==> config.mk <==
export PLATFORM = sky130hd
export DESIGN_NAME = girl10_monitor_flat
export DESIGN_NICKNAME = d
export VERILOG_FILES = /design/src/rtl/girl10_monitor_if.sv /design/src/rtl/girl10_monitor.sv /design/src/flat_wrapper.sv
export SDC_FILE = /design/constraint.sdc
export NUM_CORES = 1
export LEC_CHECK = 0
export CAP_MARGIN = 20
export CORE_ASPECT_RATIO = 1.75
export CORE_UTILIZATION = 49
export DETAILED_ROUTE_END_ITERATION = 8
export HOLD_SLACK_MARGIN = 0.08
export PLACE_DENSITY = 0.78
export SETUP_SLACK_MARGIN = 0.1
export SLEW_MARGIN = 25
export SYNTH_ARGS = -nofsm -noshare
export SYNTH_HDL_FRONTEND = slang
export SYNTH_SLANG_ARGS = --single-unit
==> constraint.sdc <==
create_clock -name clk -period 3.1 [get_ports clk]
set_input_delay 0.31 -clock clk [delete_from_list [all_inputs] [get_ports clk]]
set_output_delay 0.31 -clock clk [all_outputs]
set_load 0.01 [all_outputs]
==> src/rtl/girl10_monitor_if.sv <==
// Observation stream of the girl10 controller: one x/y step per valid cycle.
interface girl10_monitor_if;
  logic       obs_valid;
  logic [6:0] x_in;
  logic [8:0] y_obs;

  modport master (output obs_valid, x_in, y_obs);
  modport slave  (input  obs_valid, x_in, y_obs);
endinterface

==> src/rtl/girl10_monitor.sv <==
// Passive golden-model observer for the girl10 six-state Mealy controller.
// Tracks the expected state, compares predicted against observed outputs and keeps error status.
module girl10_monitor #(
  parameter int unsigned CNT_W    = 8,
  parameter int unsigned ALARM_TH = 4
) (
  input  logic                 clk,
  input  logic                 rst,
  girl10_monitor_if.slave      obs,
  input  logic                 clr_err,
  output logic [2:0]           exp_state,
  output logic [8:0]           exp_y,
  output logic                 mismatch,
  output logic                 err_sticky,
  output logic                 alarm,
  output logic [CNT_W-1:0]     mismatch_cnt,
  output logic [CNT_W-1:0]     cycle_cnt,
  output logic [2:0]           first_state,
  output logic [8:0]           first_exp_y,
  output logic [8:0]           first_obs_y
);

  typedef enum logic [2:0] {
    StS1 = 3'd1,
    StS2 = 3'd2,
    StS3 = 3'd3,
    StS4 = 3'd4,
    StS5 = 3'd5,
    StS6 = 3'd6
  } state_e;

  // Output bit positions in the packed {y10,y9,y8,y7,y6,y4,y3,y2,y1} vector.
  localparam logic [8:0] Y1  = 9'h001;
  localparam logic [8:0] Y2  = 9'h002;
  localparam logic [8:0] Y3  = 9'h004;
  localparam logic [8:0] Y4  = 9'h008;
  localparam logic [8:0] Y6  = 9'h010;
  localparam logic [8:0] Y7  = 9'h020;
  localparam logic [8:0] Y8  = 9'h040;
  localparam logic [8:0] Y9  = 9'h080;
  localparam logic [8:0] Y10 = 9'h100;

  localparam logic [CNT_W-1:0] CntMax = '1;
  localparam logic [CNT_W-1:0] AlarmTh = CNT_W'(ALARM_TH);

  state_e           state_q, state_d, state_nxt;
  logic [8:0]       pred;
  logic             illegal;
  logic             sample_bad;
  logic [8:0]       exp_y_q, exp_y_d;
  logic             mismatch_q, mismatch_d;
  logic             err_q, err_d;
  logic             alarm_q, alarm_d;
  logic [CNT_W-1:0] mcnt_q, mcnt_d;
  logic [CNT_W-1:0] cyc_q, cyc_d;
  logic [CNT_W-1:0] consec_q, consec_d;
  logic [2:0]       fs_q, fs_d;
  logic [8:0]       fe_q, fe_d;
  logic [8:0]       fo_q, fo_d;

  function automatic logic [CNT_W-1:0] sat_inc(input logic [CNT_W-1:0] v);
    return (v == CntMax) ? v : v + 1'b1;
  endfunction

  // Golden transition/output table; x_in bit0 is x1.
  always_comb begin
    pred      = '0;
    state_nxt = StS1;
    illegal   = 1'b0;
    case (state_q)
      StS1: begin
        if (obs.x_in[5]) begin
          pred = Y8 | Y9;        state_nxt = StS2;
        end else if (obs.x_in[6]) begin
          pred = Y6;             state_nxt = StS3;
        end else begin
          pred = Y3 | Y6 | Y10;  state_nxt = StS3;
        end
      end
      StS2: begin
        if (obs.x_in[3] && obs.x_in[0]) begin
          pred = Y1 | Y2;        state_nxt = StS2;
        end else if (obs.x_in[3]) begin
          pred = Y3 | Y4;        state_nxt = StS4;
        end else begin
          pred = Y4;             state_nxt = StS5;
        end
      end
      StS3: begin
        if (!obs.x_in[0]) begin
          pred = Y4;             state_nxt = StS5;
        end else if (obs.x_in[1] && !obs.x_in[2]) begin
          pred = Y6 | Y7;        state_nxt = StS6;
        end else begin
          pred = Y1 | Y3;        state_nxt = StS2;
        end
      end
      StS4: begin
        if (obs.x_in[5]) begin
          pred = Y6 | Y7;        state_nxt = StS3;
        end else begin
          pred = Y3 | Y4;        state_nxt = StS4;
        end
      end
      StS5: begin
        if (obs.x_in[4]) begin
          pred = '0;             state_nxt = StS1;
        end else if (obs.x_in[0]) begin
          pred = Y8 | Y9;        state_nxt = StS2;
        end else begin
          pred = Y3 | Y4;        state_nxt = StS4;
        end
      end
      StS6: begin
        pred = Y3 | Y4;          state_nxt = StS4;
      end
      default: begin
        illegal = 1'b1;
      end
    endcase
  end

  assign sample_bad = illegal || (pred != obs.y_obs);

  // clr_err acts before the current sample, so a mismatch in the same cycle starts a fresh record.
  always_comb begin
    state_d    = state_q;
    exp_y_d    = exp_y_q;
    mismatch_d = 1'b0;
    cyc_d      = cyc_q;
    err_d      = err_q;
    alarm_d    = alarm_q;
    mcnt_d     = mcnt_q;
    consec_d   = consec_q;
    fs_d       = fs_q;
    fe_d       = fe_q;
    fo_d       = fo_q;
    if (clr_err) begin
      err_d    = 1'b0;
      alarm_d  = 1'b0;
      mcnt_d   = '0;
      consec_d = '0;
      fs_d     = '0;
      fe_d     = '0;
      fo_d     = '0;
    end
    if (obs.obs_valid) begin
      state_d = state_nxt;
      exp_y_d = pred;
      cyc_d   = sat_inc(cyc_q);
      if (sample_bad) begin
        mismatch_d = 1'b1;
        if (!err_d) begin
          fs_d = state_q;
          fe_d = pred;
          fo_d = obs.y_obs;
        end
        err_d    = 1'b1;
        mcnt_d   = sat_inc(mcnt_d);
        consec_d = sat_inc(consec_d);
        if (consec_d >= AlarmTh) begin
          alarm_d = 1'b1;
        end
      end else begin
        consec_d = '0;
      end
    end
  end

  always_ff @(posedge clk) begin
    if (rst) begin
      state_q    <= StS1;
      exp_y_q    <= '0;
      mismatch_q <= 1'b0;
      err_q      <= 1'b0;
      alarm_q    <= 1'b0;
      mcnt_q     <= '0;
      cyc_q      <= '0;
      consec_q   <= '0;
      fs_q       <= '0;
      fe_q       <= '0;
      fo_q       <= '0;
    end else begin
      state_q    <= state_d;
      exp_y_q    <= exp_y_d;
      mismatch_q <= mismatch_d;
      err_q      <= err_d;
      alarm_q    <= alarm_d;
      mcnt_q     <= mcnt_d;
      cyc_q      <= cyc_d;
      consec_q   <= consec_d;
      fs_q       <= fs_d;
      fe_q       <= fe_d;
      fo_q       <= fo_d;
    end
  end

  assign exp_state    = state_q;
  assign exp_y        = exp_y_q;
  assign mismatch     = mismatch_q;
  assign err_sticky   = err_q;
  assign alarm        = alarm_q;
  assign mismatch_cnt = mcnt_q;
  assign cycle_cnt    = cyc_q;
  assign first_state  = fs_q;
  assign first_exp_y  = fe_q;
  assign first_obs_y  = fo_q;

endmodule

==> src/flat_wrapper.sv <==
// flat-port wrapper written by rule: the top's interface ports become plain ports
module girl10_monitor_flat 
#(
  parameter int unsigned CNT_W    = 8,
  parameter int unsigned ALARM_TH = 4
)
  (clk, rst, clr_err, exp_state, exp_y, mismatch, err_sticky, alarm, mismatch_cnt, cycle_cnt, first_state, first_exp_y, first_obs_y, obs_obs_valid, obs_x_in, obs_y_obs);
  girl10_monitor_if obs_i ();
  input  logic clk;
  input  logic rst;
  input  logic clr_err;
  output logic [2:0] exp_state;
  output logic [8:0] exp_y;
  output logic mismatch;
  output logic err_sticky;
  output logic alarm;
  output logic [CNT_W-1:0] mismatch_cnt;
  output logic [CNT_W-1:0] cycle_cnt;
  output logic [2:0] first_state;
  output logic [8:0] first_exp_y;
  output logic [8:0] first_obs_y;
  input wire logic [$bits(obs_i.obs_valid)-1:0] obs_obs_valid;
  input wire logic [$bits(obs_i.x_in)-1:0] obs_x_in;
  input wire logic [$bits(obs_i.y_obs)-1:0] obs_y_obs;
  assign obs_i.obs_valid = obs_obs_valid;
  assign obs_i.x_in = obs_x_in;
  assign obs_i.y_obs = obs_y_obs;
  girl10_monitor #(.CNT_W(CNT_W), .ALARM_TH(ALARM_TH)) u_core (.clk(clk), .rst(rst), .obs(obs_i), .clr_err(clr_err), .exp_state(exp_state), .exp_y(exp_y), .mismatch(mismatch), .err_sticky(err_sticky), .alarm(alarm), .mismatch_cnt(mismatch_cnt), .cycle_cnt(cycle_cnt), .first_state(first_state), .first_exp_y(first_exp_y), .first_obs_y(first_obs_y));
endmodule
==> results of run 1 <==
## routing by layer
| metal | GRT usage [%] | vias up | wire length [um] |
|---|---|---|---|
| li1 | - | 1384 | - |
| met1 | 28.61 | 1334 | 3221 |
| met2 | 48.27 | 70 | 4489 |
| met3 | 6.095 | 9 | 334 |
| met4 | 11.20 | 0 | 110 |
| met5 | 0 | - | 0 |
## registers in the layout, summed over array words and instances, names as in the netlist
register / count
u_core.mismatch: 1
u_core.exp_y: 8
u_core.cycle_cnt: 8
u_core.exp_state: 3
u_core.first_obs_y: 9
u_core.alarm: 1
u_core.first_state: 3
u_core.consec_q: 8
u_core.err_sticky: 1
u_core.mismatch_cnt: 8
u_core.first_exp_y: 9
## power by group through the flow
stage	sequential (mW)	clock [mW]	combinational, mW
finish	0.817	0.770	0.281
global route	0.821	0.807	0.302
CTS	0.817	0.775	0.282
detailed placement	0.833	0	0.280
global placement	0.833	0	0.277
floorplan	0.835	0	0.150
## kinds of logic after synthesis
group	after synthesis	synth area share, %
flip-flops	59	40.31
multiplexers	7	2.519
adder cells (fa/ha/maj)	3	1.281
XOR/XNOR	10	2.989
AND/OR/NAND/NOR	143	25.88
AO/OA/AOI/OAI	84	21.52
buffers and inverters	32	5.508
## path summary, 6_finish.rpt
| check | start | to | depth (start not counted) | slack, ns |
|---|---|---|---|---|
| max | u_core.exp_state[2]$_SDFFE_PP0P_ | u_core.mismatch_cnt[6]$_SDFF_PP0_ | 8 | 0.30 |
| min | u_core.first_exp_y[3]$_SDFF_PP0_ | u_core.first_exp_y[3]$_SDFF_PP0_ | 1 | 0.47 |
| max reg2reg | u_core.exp_state[2]$_SDFFE_PP0P_ | u_core.mismatch_cnt[6]$_SDFF_PP0_ | 8 | 0.30 |
| min reg2reg | u_core.first_exp_y[3]$_SDFF_PP0_ | u_core.first_exp_y[3]$_SDFF_PP0_ | 1 | 0.47 |
## worst max-delay path: cells and delay by family, from the launching register on
kind | cells | cell delay (ns)
compound gates | 4 | 1.26
simple gates | 3 | 0.64
flops | 1 | 0.64
buf+inv | 1 | 0.18
## cell usage in the layout, fill, tap and decap left out, types with 3 or more instances in the layout
master	n
a22o_1	17
buf_4	15
clkbuf_8	9
nand3_1	11
nor2b_1	14
o21ai_1	3
mux2i_1	4
clkdlybuf4s50_1	71
nand2b_1	6
xnor2_1	4
nand2_1	19
or3_1	6
a221oi_1	3
o2bb2ai_1	4
ha_1	3
nand4_1	8
a31oi_1	5
a311oi_1	3
dfxtp_1	59
a211oi_1	5
o21ai_0	7
a21oi_1	16
mux2_1	3
clkinv_2	3
xor2_1	6
nor2_1	43
nor3_1	12
inv_1	6
and3_1	3
## area by class of cell
class                   instances  area share [%]
clock buffers                   9           3.150
clock inverters                 7           2.323
inverters                       8          0.7636
multi-input cells             247           40.38
flip-flops and latches         59           30.03
well taps                      76           2.418
repair buffers                 86           20.94
## stage by stage
| step | util, % | setup WS (ns) |
|---|---|---|
| after floorplan | - | 0.6266 |
| after global placement | 65.50 | 0.1451 |
| after detailed placement | 65.50 | 0.07287 |
| after CTS | 69.29 | 0.3196 |
| after global routing | 69.29 | 0.1290 |
| final | 69.29 | 0.2981 |
==> run_results.csv, run 1 <==
group,metric,value,unit
pwr,combinationalPowerShare,15.0,%
clock_tree,numCtsBuffers,9,
cells_and_area,nets,434,
synthesis,netlist_instances,338,
global_routing,grt.overflow.total,0,
sta,fmax,356.9,MHz
synthesis,synth_area,0.002930,mm^2
clock_tree,clock-sinks,59,
floorplanning,rows,36,
floorplanning,die_h,104.3,um
cells_and_area,layout.cells.non_filler,492,
sta,skew,0.006926,ns
synthesis,ys_warn_count,0,
global_routing,grt_antenna_before_repair,0,
pwr,ir_drop,331.3,uV
sta,finalMaxSlewViolations,0,
routing,routedWlPerCell,16.58,um
clock_tree,ctsResizeCount,0,
synthesis,synthFlopType,"dfxtp_1",
clock_tree,ctsHoldBuffers,0,
worst_hold_path,hold_path_class,"flip-flop to flip-flop",
clock_tree,clk_path_buf_depth,2,
placement,gp_congestion,0.8909,
critical_path,critPathMaxStageDelay,0.64,ns
sta,finalHoldWorstSlack,0.4732,ns
synthesis,synth-edff-count,0,
placement,port-buffer-count,71,
pwr,power_density,474.9,mW/mm^2
clock_tree,cts_tree,"done",
synthesis,syn_avg_cell_area,8.670,um^2
floorplanning,start_util,51.63,%
clock_tree,cts_root_buf,"clkbuf_8",
placement,place_inst,476,
routing,vias,2797,
synthesis,ys_types,62,
synthesis,synth_top_area_cell,"dfxtp_1",
routing,postRouteAntennaNets,0,
global_routing,grt_pass1_vias,2670,
critical_path,cp_cell_sequence,"and4b_1 -> a21boi_1 -> nand2_1 -> a32o_1 -> a41o_1 -> buf_4 -> or2_1 -> a221oi_2",
sta,period_needed,2.802,ns
placement,placed_area,0.003717,mm^2
pwr,p_clk_share,41.2,%
cells_and_area,num_antenna_cells,0,
pwr,swShare,26.34,%
pwr,seq_power_share,43.7,%
synthesis,synth_area_leaders,"dfxtp_1, nor2_1, a22o_1",
cells_and_area,syn2layout_area_growth,34.20,%
pwr,p_switching,491.8,uW
critical_path,cp_max_fo,16,
pwr,p_leak,1.434,nW
sta,tns,0,ns
critical_path,arrival,3.07,ns
floorplanning,io_pins,72,
synthesis,postSynth.asyncResetShare,0,%
routing,wl,8.156,mm
clock_tree,clock_latency,0.35,ns
cells_and_area,final_area,0.003933,mm^2
synthesis,yosysTopAreaCellShare,40.31,%
floorplanning,core,0.005675,mm^2
clock_tree,htree_num_levels,3,
cells_and_area,drive_gt1_share,9.856,%
cells_and_area,area.sequential,0.001181,mm^2
critical_path,crit_type,"flip-flop to flip-flop",
floorplanning,die-area,0.006305,mm^2
routing,drt_iter0_drc,125,
pwr,intPower,1.376,mW
status,run_status,"complete, no violations",
placement,place_hpwl,5.863,mm
critical_path,crit_required,3.37,ns
synthesis,netlist_top_cells_count,"dfxtp_1, nor2_1, nand2_1",
synthesis,syn_nets,361,
clock_tree,clkTransAtPathRegs,0.07,ns
critical_path,start_kind,"flip-flop",
clock_tree,postCtsSetupRepairBufs,0,
cells_and_area,multi_input_area,0.001588,mm^2
synthesis,synth.most_common_cell,"dfxtp_1",
sta,hold_viol_final,0,
global_routing,grt_max_degree,44,
synthesis,yosysSeqAreaShare,40.31,%
sta,relSlewSlack,56.45,%
synthesis,ys_seq_elements,59,
run,max-cap-violations,0,
routing,remaining_drc_errors,0,
routing,viasPerCell,5.685,
pwr,fin_total_pwr,1.867,mW
sta,finalSetupViolCount,0,
floorplanning,fp.dieW,60.46,um
sta,grt_setup_unrepaired,"no",
critical_path,crit_slowest_cell,"dfxtp_1",
sta,tightestPinTransition,0.6533,ns
global_routing,grt_pass1_wl,12.70,mm
sta,final_min_period_over_clock_period,90.38,%
routing,drtPass1Iterations,4,
global_routing,track_usage,26.94,%
cells_and_area,fill_cells,492,
critical_path,endpoint_kind,"flip-flop",
(Power assumes the default switching activity.)
==> inputs of run 2 (changes only) <==
--- a/config.mk
+++ b/config.mk
@@ -7,10 +7,10 @@
 export LEC_CHECK = 0
 export CAP_MARGIN = 20
 export CORE_ASPECT_RATIO = 1.75
-export CORE_UTILIZATION = 49
+export CORE_UTILIZATION = 53
 export DETAILED_ROUTE_END_ITERATION = 8
 export HOLD_SLACK_MARGIN = 0.08
-export PLACE_DENSITY = 0.78
+export PLACE_DENSITY = 0.84
 export SETUP_SLACK_MARGIN = 0.1
 export SLEW_MARGIN = 25
 export SYNTH_ARGS = -nofsm -noshare
==> constraint.sdc (replaced) <==
create_clock -name clk -period 3.4 [get_ports clk]
set_input_delay 0.34 -clock clk [delete_from_list [all_inputs] [get_ports clk]]
set_output_delay 0.34 -clock clk [all_outputs]
set_load 0.01 [all_outputs]
==> run 2 against run 1 <==
  * Sequential share of layout area rose by 0.28 points
  * Register-to-register slack improved by 0.14 ns
  * Clock power fell by 6.6%
  * Via count rose by 2.1%
  * Routed wire length fell by 7.0%
  * Worst hold slack improved by 0.0076 ns
  * Critical endpoint is now u_core.first_obs_y[5]$_SDFF_PP0_
  * Highest routed layer unchanged
==> run_results.csv, run 2 (same netlist as run 1, synthesis figures left out) <==
group,metric,value,unit
placement,port-buffer-count,71,
clock_tree,clock_latency,0.34,ns
cells_and_area,syn2layout_area_growth,32.96,%
cells_and_area,final_common_cell,"clkdlybuf4s50_1",
cells_and_area,num_antenna_cells,0,
sta,relSlewSlack,57.83,%
floorplanning,rows,35,
clock_tree,ctsHoldBuffers,0,
clock_tree,ctsResizeCount,0,
global_routing,grt_pass1_wl,12.76,mm
critical_path,arrival,3.19,ns
clock_tree,htree_num_levels,3,
cells_and_area,final_cell_mix,"clkdlybuf4s50_1, dfxtp_1, nor2_1",
sta,finalHoldWorstSlack,0.4808,ns
sta,hold_viol_final,0,
pwr,p_leak,1.404,nW
sta,grt_setup_unrepaired,"no",
floorplanning,start_util,55.30,%
sta,fmax,337.9,MHz
critical_path,cp_max_fo,21,
pwr,fin_total_pwr,1.713,mW
sta,tns,0,ns
pwr,power_density,439.7,mW/mm^2
global_routing,grt_antenna_before_repair,0,
routing,wl,7.584,mm
sta,finalMaxSlewViolations,0,
routing,remaining_drc_errors,0,
pwr,ir_drop,281.4,uV
clock_tree,cts_tree,"done",
global_routing,grt_pass1_vias,2720,
floorplanning,io_pins,72,
cells_and_area,drive_gt1_share,8.537,%
run,max-cap-violations,0,
critical_path,endpoint_kind,"flip-flop",
clock_tree,clock-sinks,59,
critical_path,start_kind,"flip-flop",
clock_tree,cts_root_buf,"clkbuf_8",
cells_and_area,nets,428,
clock_tree,clk_path_buf_depth,2,
routing,drt_iter0_drc,136,
critical_path,crit_type,"flip-flop to flip-flop",
routing,drtPass1Iterations,5,
sta,final_min_period_over_clock_period,87.04,%
worst_hold_path,hold_path_class,"flip-flop to flip-flop",
global_routing,grt.overflow.total,0,
routing,routedWlPerCell,15.67,um
floorplanning,fp.dieW,58.21,um
status,run_status,"complete, no violations",
clock_tree,clkTransAtPathRegs,0.07,ns
sta,tightestPinTransition,0.6326,ns
clock_tree,postCtsSetupRepairBufs,0,
sta,finalSetupViolCount,0,
sta,skew,0.004895,ns
placement,gp_congestion,0.9443,
routing,viasPerCell,5.899,
routing,vias,2855,
floorplanning,die_h,100.4,um
critical_path,crit_required,3.63,ns
cells_and_area,final_area,0.003896,mm^2
routing,postRouteAntennaNets,0,
placement,placed_area,0.003670,mm^2
placement,place_hpwl,5.364,mm
floorplanning,die-area,0.005842,mm^2
global_routing,track_usage,28.13,%
sta,period_needed,2.959,ns
floorplanning,core,0.005299,mm^2
cells_and_area,final_core_util,73.53,%
global_routing,grt_max_degree,44,
clock_tree,numCtsBuffers,9,
## run 2: cell count changes in the layout (fill, tap and decap cells not counted)
cell	change
buf_4	-6
clkbuf_8	+1
clkinv_2	-2
clkinv_4	+1
clkinvlp_4	+1
inv_6	-1
## run 2: report_power, final
part           total (mW)  internal, mW  leakage [nW]  switching (mW)
logic               0.249         0.122         0.815           0.126
clock network       0.719         0.432         0.108           0.287
registers           0.745         0.718         0.481          0.0278
## run 2: layout make-up
| type | instances | area (um^2) |
|---|---|---|
| multi-input cells | 247 | 1588 |
| fillers | 400 | 1403 |
| flip-flops and latches | 59 | 1181 |
| repair buffers | 80 | 778.2 |
| clock buffers | 10 | 137.6 |
| well taps | 74 | 92.59 |
| clock inverters | 6 | 88.84 |
| inverters | 8 | 30.03 |
## run 2: path summary, 6_finish.rpt
path                               startpoint                          endpoint  slack [ns]  cells after the start
min          u_core.first_exp_y[3]$_SDFF_PP0_  u_core.first_exp_y[3]$_SDFF_PP0_        0.48                      1
max reg2reg  u_core.exp_state[1]$_SDFFE_PP0P_  u_core.first_obs_y[5]$_SDFF_PP0_        0.44                      8
min reg2reg  u_core.first_exp_y[3]$_SDFF_PP0_  u_core.first_exp_y[3]$_SDFF_PP0_        0.48                      1
max          u_core.exp_state[1]$_SDFFE_PP0P_  u_core.first_obs_y[5]$_SDFF_PP0_        0.44                      8
## run 2: worst max-delay path, stage by stage (launching register included)
cell and delay [ns]:
dfxtp_1 0.72, or4b_1 0.23, o21ai_2 0.08, a221oi_1 0.60, xor2_1 0.19, a41o_1 0.40
o21a_1 0.22, buf_4 0.20, a22o_1 0.20
## run 2: routing by layer
layer  GRT usage, %  part of all wire [%]  up-vias
li1               -                     -     1364
met1          32.47                    39     1375
met2          48.28                    54       98
met3          6.572                   4.5       18
met4          12.64                   2.4        0
met5              0                     0        -
## run 2: metrics by stage
step / worst slack [ns] / std cells
detailed placement: 0.2680 / 468
global placement: 0.2927 / 468
CTS: 0.4529 / 484
finish: 0.4406 / 484
global route: 0.2279 / 484
floorplan: 0.8991 / 338
==> inputs of run 3 (changes only) <==
--- a/config.mk
+++ b/config.mk
@@ -6,11 +6,13 @@
 export NUM_CORES = 1
 export LEC_CHECK = 0
 export CAP_MARGIN = 20
+export CELL_PAD_IN_SITES_DETAIL_PLACEMENT = 1
+export CELL_PAD_IN_SITES_GLOBAL_PLACEMENT = 1
 export CORE_ASPECT_RATIO = 1.75
-export CORE_UTILIZATION = 53
+export CORE_UTILIZATION = 39
 export DETAILED_ROUTE_END_ITERATION = 8
 export HOLD_SLACK_MARGIN = 0.08
-export PLACE_DENSITY = 0.84
+export PLACE_DENSITY = 0.83
 export SETUP_SLACK_MARGIN = 0.1
 export SLEW_MARGIN = 25
 export SYNTH_ARGS = -nofsm -noshare
==> run 3 against run 2 <==
  * First-iteration DRC count increased by 43%
  * Power increased by 19%
  * Combinational power increased by 4%
  * Utilization decreased by 17 points
  * Sequential share of layout area decreased by 1.2 points
  * Setup slack improved by 0.014 ns
  * Highest routed layer unchanged
  * Largest power group is now the clock network
  * Count of clock-buffer cells in the layout increased by 3
  * Non-clock buffer count increased by 3
  * Sequential cell count unchanged
==> run_results.csv, run 3 (same netlist as run 1, synthesis figures left out) <==
group,metric,value,unit
status,run_status,"complete, no violations",
floorplanning,fp.dieW,67.53,um
cells_and_area,num_antenna_cells,0,
critical_path,critPathMaxStageDelay,0.56,ns
sta,finalSetupViolCount,0,
critical_path,crit_required,3.65,ns
routing,routedWlPerCell,18.50,um
pwr,ir_drop,307.4,uV
clock_tree,clk_path_buf_depth,2,
clock_tree,ctsHoldBuffers,0,
global_routing,grt_pass1_wl,15.06,mm
routing,viasPerCell,5.820,
worst_hold_path,hold_path_class,"flip-flop to flip-flop",
sta,skew,0.005537,ns
floorplanning,die_h,116.7,um
global_routing,grt.overflow.total,0,
cells_and_area,syn2layout_area_growth,38.51,%
pwr,p_leak,1.480,nW
cells_and_area,nets,431,
global_routing,grt_antenna_before_repair,0,
pwr,combinationalPowerShare,12.7,%
cells_and_area,final_common_cell,"clkdlybuf4s50_1",
floorplanning,start_util,40.51,%
sta,final_min_period_over_clock_period,86.62,%
critical_path,arrival,3.20,ns
pwr,intPower,1.548,mW
pwr,p_clk_share,50.3,%
cells_and_area,fill_cells,836,
sta,tns,0,ns
clock_tree,cts_root_buf,"clkbuf_16",
clock_tree,postCtsSetupRepairBufs,0,
routing,postRouteAntennaNets,0,
sta,period_needed,2.945,ns
critical_path,endpoint_kind,"flip-flop",
global_routing,grt_pass1_vias,3017,
critical_path,critPathLaunch,"u_core.exp_state[0]$_SDFFE_PP1P_",
run,max-cap-violations,0,
sta,grt_setup_unrepaired,"no",
floorplanning,core,0.007233,mm^2
clock_tree,numCtsBuffers,9,
clock_tree,cts_tree,"done",
clock_tree,clock_latency,0.33,ns
cells_and_area,final_cell_mix,"clkdlybuf4s50_1, dfxtp_1, nor2_1",
critical_path,crit_family,"compound AO/OA/AOI/OAI gates",
critical_path,crit_slowest_cell,"dfxtp_1",
clock_tree,htree_num_levels,3,
floorplanning,io_pins,72,
sta,relSlewSlack,56.63,%
critical_path,cp_cell_sequence,"buf_4 -> or4b_1 -> o21ai_2 -> a22oi_2 -> a221oi_2 -> a41o_1 -> o21a_1 -> buf_12 -> o2bb2ai_1",
pwr,power_density,500.2,mW/mm^2
cells_and_area,drive_gt1_share,8.959,%
global_routing,track_usage,25.88,%
critical_path,path_depth,9,
critical_path,cp_max_fo,21,
routing,remaining_drc_errors,0,
critical_path,crit_buf_inv,2,
floorplanning,rows,41,
pwr,seq_power_share,37.0,%
sta,tightestPinTransition,0.6506,ns
worst_hold_path,hold_path_startpoint,"u_core.first_exp_y[3]$_SDFF_PP0_",
clock_tree,ctsResizeCount,0,
pwr,fin_total_pwr,2.030,mW
routing,wl,9.231,mm
routing,vias,2904,
global_routing,grt_max_degree,36,
sta,fmax,339.6,MHz
critical_path,r2r.worst_path.cells,9,
critical_path,reg2reg_from,"u_core.exp_state[0]$_SDFFE_PP1P_",
critical_path,crit_type,"flip-flop to flip-flop",
placement,port-buffer-count,71,
clock_tree,clock-sinks,59,
sta,finalMaxSlewViolations,0,
worst_hold_path,hold_depth,1,
placement,gp_congestion,0.8121,
critical_path,start_kind,"flip-flop",
floorplanning,die-area,0.007878,mm^2
placement,place_hpwl,6.529,mm
pwr,p_switching,482.2,uW
sta,hold_viol_final,0,
routing,drt_iter0_drc,195,
pwr,swShare,23.75,%
clock_tree,clkTransAtPathRegs,0.05,ns
routing,drtPass1Iterations,4,
-- run 3: worst reg2reg max path, delay by kind of cell, from the launching register on --
kind / cells / cell delay, ns
DFF: 1 / 0.56
buffers and inverters: 2 / 0.42
and+or+nand+nor: 1 / 0.46
AOI/OAI and AO/OA: 6 / 1.43
-- run 3: layer usage --
layer	vias to the layer above	part of all wire, %	wire length, um	global-route usage, %
met1	1429	39	3611	27.67
met3	20	3.8	355	6.348
met5	-	0	0	0
met2	73	54	5029	45.87
li1	1382	-	-	-
met4	0	2.5	234	12.34
-- run 3: path summary, 6_finish.rpt --
check	end	slack [ns]
min reg2reg	u_core.first_exp_y[3]$_SDFF_PP0_	0.47
max reg2reg	u_core.first_exp_y[2]$_SDFF_PP0_	0.45
min	u_core.first_exp_y[3]$_SDFF_PP0_	0.47
max	u_core.first_exp_y[2]$_SDFF_PP0_	0.45
-- run 3: area by class of cell --
class                   instances  area (um^2)  share of cell area (%)
clock inverters                 3        68.82                   1.695
flip-flops and latches         59         1181                   29.10
repair buffers                 83        813.3                   20.04
well taps                      86        107.6                   2.651
clock buffers                  13        270.3                   6.658
multi-input cells             247         1588                   39.12
inverters                       8        30.03                  0.7398
-- run 3: through the flow --
stage	instances	setup WS [ns]	area (um^2)	hold WS [ns]	utilization, %
after CTS	499	0.4550	4059	0.4790	56.11
after global placement	483	0.2444	3720	0.4516	51.43
after detailed placement	483	0.2546	3720	0.4530	51.43
final	499	0.4550	4059	0.4738	56.11
after floorplan	338	0.8991	2930	0.4726	-
after global routing	499	0.2472	4059	0.4861	56.11
-- run 3: power groups by stage --
| stage | registers, mW | clock network (mW) | logic (mW) |
|---|---|---|---|
| final | 0.750 | 1.02 | 0.258 |
| after detailed placement | 0.763 | 0 | 0.254 |
| after global routing | 0.754 | 1.07 | 0.279 |
| after global placement | 0.763 | 0 | 0.249 |
| after floorplan | 0.761 | 0 | 0.137 |
| after CTS | 0.750 | 1.04 | 0.259 |
==> RTL edit: new RTL, config.mk and constraints of run 2 <==
`fe_q` and `fo_q` no longer have a reset.
--- a/src/rtl/girl10_monitor.sv
+++ b/src/rtl/girl10_monitor.sv
@@ -179,6 +179,4 @@
       consec_q   <= '0;
       fs_q       <= '0;
-      fe_q       <= '0;
-      fo_q       <= '0;
     end else begin
       state_q    <= state_d;
@@ -191,7 +189,10 @@
       consec_q   <= consec_d;
       fs_q       <= fs_d;
-      fe_q       <= fe_d;
-      fo_q       <= fo_d;
     end
+  end
+
+  always_ff @(posedge clk) begin
+    fe_q <= fe_d;
+    fo_q <= fo_d;
   end
 
Behaviour: not the same (Yosys sat finds a counterexample within 4 cycles, from zero or initial values and one cycle with rst high).
==> RTL edit against run 2 <==
Setup slack improved by 0.056 ns. Sequential share of layout area down 0.38 points. Sequential cell count unchanged. Total power fell by 4.3%. Final cell count up 3.3%. Routed wire length grew 6.1%. Clock power down 19%. Non-clock buffer count is 3 lower. First-iteration DRC count rose by 0.74%. Cell area up 1.3%. Synthesized area up 3.5%. Synthesized cell count grew 5.6%. Critical path type unchanged.
==> RTL edit: results (changes against run 2) <==
<table>
<tr><th>Metric</th><th>Value</th></tr>
<tr><th colspan="2">Run status</th></tr>
<tr><td>Status</td><td>complete, no violations</td></tr>
<tr><th colspan="2">Worst hold path</th></tr>
<tr><td>Cell depth of the worst hold path</td><td>2 (+1)</td></tr>
<tr><th colspan="2">STA</th></tr>
<tr><td>Clk_skew</td><td>0.00438 ns (-0.000519 ns)</td></tr>
<tr><td>Setup slack of the critical path after layout</td><td>0.497 ns (+0.0563 ns)</td></tr>
<tr><th colspan="2">Final layout</th></tr>
<tr><td>Number of buffers other than clock buffers in the final layout</td><td>77 (-3.8%)</td></tr>
<tr><td>Non-clock buffer contribution to total cell area</td><td>19.2% (-0.82 points)</td></tr>
<tr><td>Layout cells sized above 1</td><td>7.31% (-1.2 points)</td></tr>
<tr><td>Combined area of the multi-input logic cells</td><td>0.00171 mm2 (+7.9%)</td></tr>
<tr><td>Final Net Count</td><td>443 (+3.5%)</td></tr>
<tr><td>Count of multi-input gates</td><td>267 (+8.1%)</td></tr>
<tr><th colspan="2">Route</th></tr>
<tr><td>Drt pass-1 iters</td><td>6 (+1)</td></tr>
<tr><td>Vias/cell</td><td>6.06 (+2.7%)</td></tr>
<tr><td>Routed length on met2</td><td>4300 um (+5.8%)</td></tr>
<tr><td>Total Wirelength</td><td>8040 um (+6.1%)</td></tr>
<tr><td>DR WL met3</td><td>401 um (+16%)</td></tr>
<tr><th colspan="2">Critical path</th></tr>
<tr><td>Maximum fanout count along the critical path</td><td>18 (-14%)</td></tr>
<tr><th colspan="2">Placed design</th></tr>
<tr><td>Post-placement setup slack</td><td>0.177 ns (-0.0914 ns)</td></tr>
<tr><td>Number of placed instances, taps included</td><td>485 (+3.6%)</td></tr>
<tr><td>Routability Congestion</td><td>0.905 (-4.2%)</td></tr>
<tr><th colspan="2">Logic synthesis</th></tr>
<tr><td>Netlist cell types</td><td>60 (-3.2%)</td></tr>
<tr><td>Sequential-to-total area share from yosys stat</td><td>38.9% (-1.4 points)</td></tr>
<tr><td>Biggest area contributors in the synthesized netlist</td><td>dfxtp_1 39%, nor2_1 5.3%, a22o_1 4.6%, nand2_1 4.2%, nor2b_1 3.3%</td></tr>
<tr><th colspan="2">Global route</th></tr>
<tr><td>Largest net degree at the start of global routing</td><td>38 (-14%)</td></tr>
<tr><td>Vias in the first global route</td><td>2833 (+4.2%)</td></tr>
<tr><td>Met3 track demand over resource</td><td>5.44% (-1.1 points)</td></tr>
<tr><td>Met1 global-route usage</td><td>32.6% (+0.098 points)</td></tr>
<tr><th colspan="2">Pwr</th></tr>
<tr><td>Maximum vdd ir drop</td><td>0.000386 V (+37%)</td></tr>
</table>
-- RTL edit: cell types whose count changed after synthesis, sizes merged, moves of 3 or more --
cell,delta
a31oi,+3
and3,+6
a21o,+3
nor3,-5
or3,-4
mux2i,+3
a21oi,-3
a221oi,-3
nand2,+15
-- RTL edit: cells by family (layout without fill, tap and decap cells) --
logic type,after synthesis,count (layout),share of synthesized area [%]
flops,59,59,38.9
simple gates,156,156,26.4
compound gates,90,90,22.9
buf+inv,31,98,4.82
fa+ha+maj,3,3,1.24
xor+xnor,8,8,2.31
mux,10,10,3.42
-- RTL edit: power breakdown --
group / total, mW / switching (mW) / internal [mW]
combinational: 0.294 / 0.145 / 0.149
sequential: 0.764 / 0.0358 / 0.728
clock: 0.583 / 0.265 / 0.318
-- RTL edit: worst max-delay path, cell delays in order (launching register included) --
cell and delay (ns):
dfxtp_1 0.70, nand4b_1 0.24, a21boi_1 0.20, a21oi_2 0.24, mux2_2 0.38, nand4_1 0.16, and3_1 0.66, a22o_1 0.26
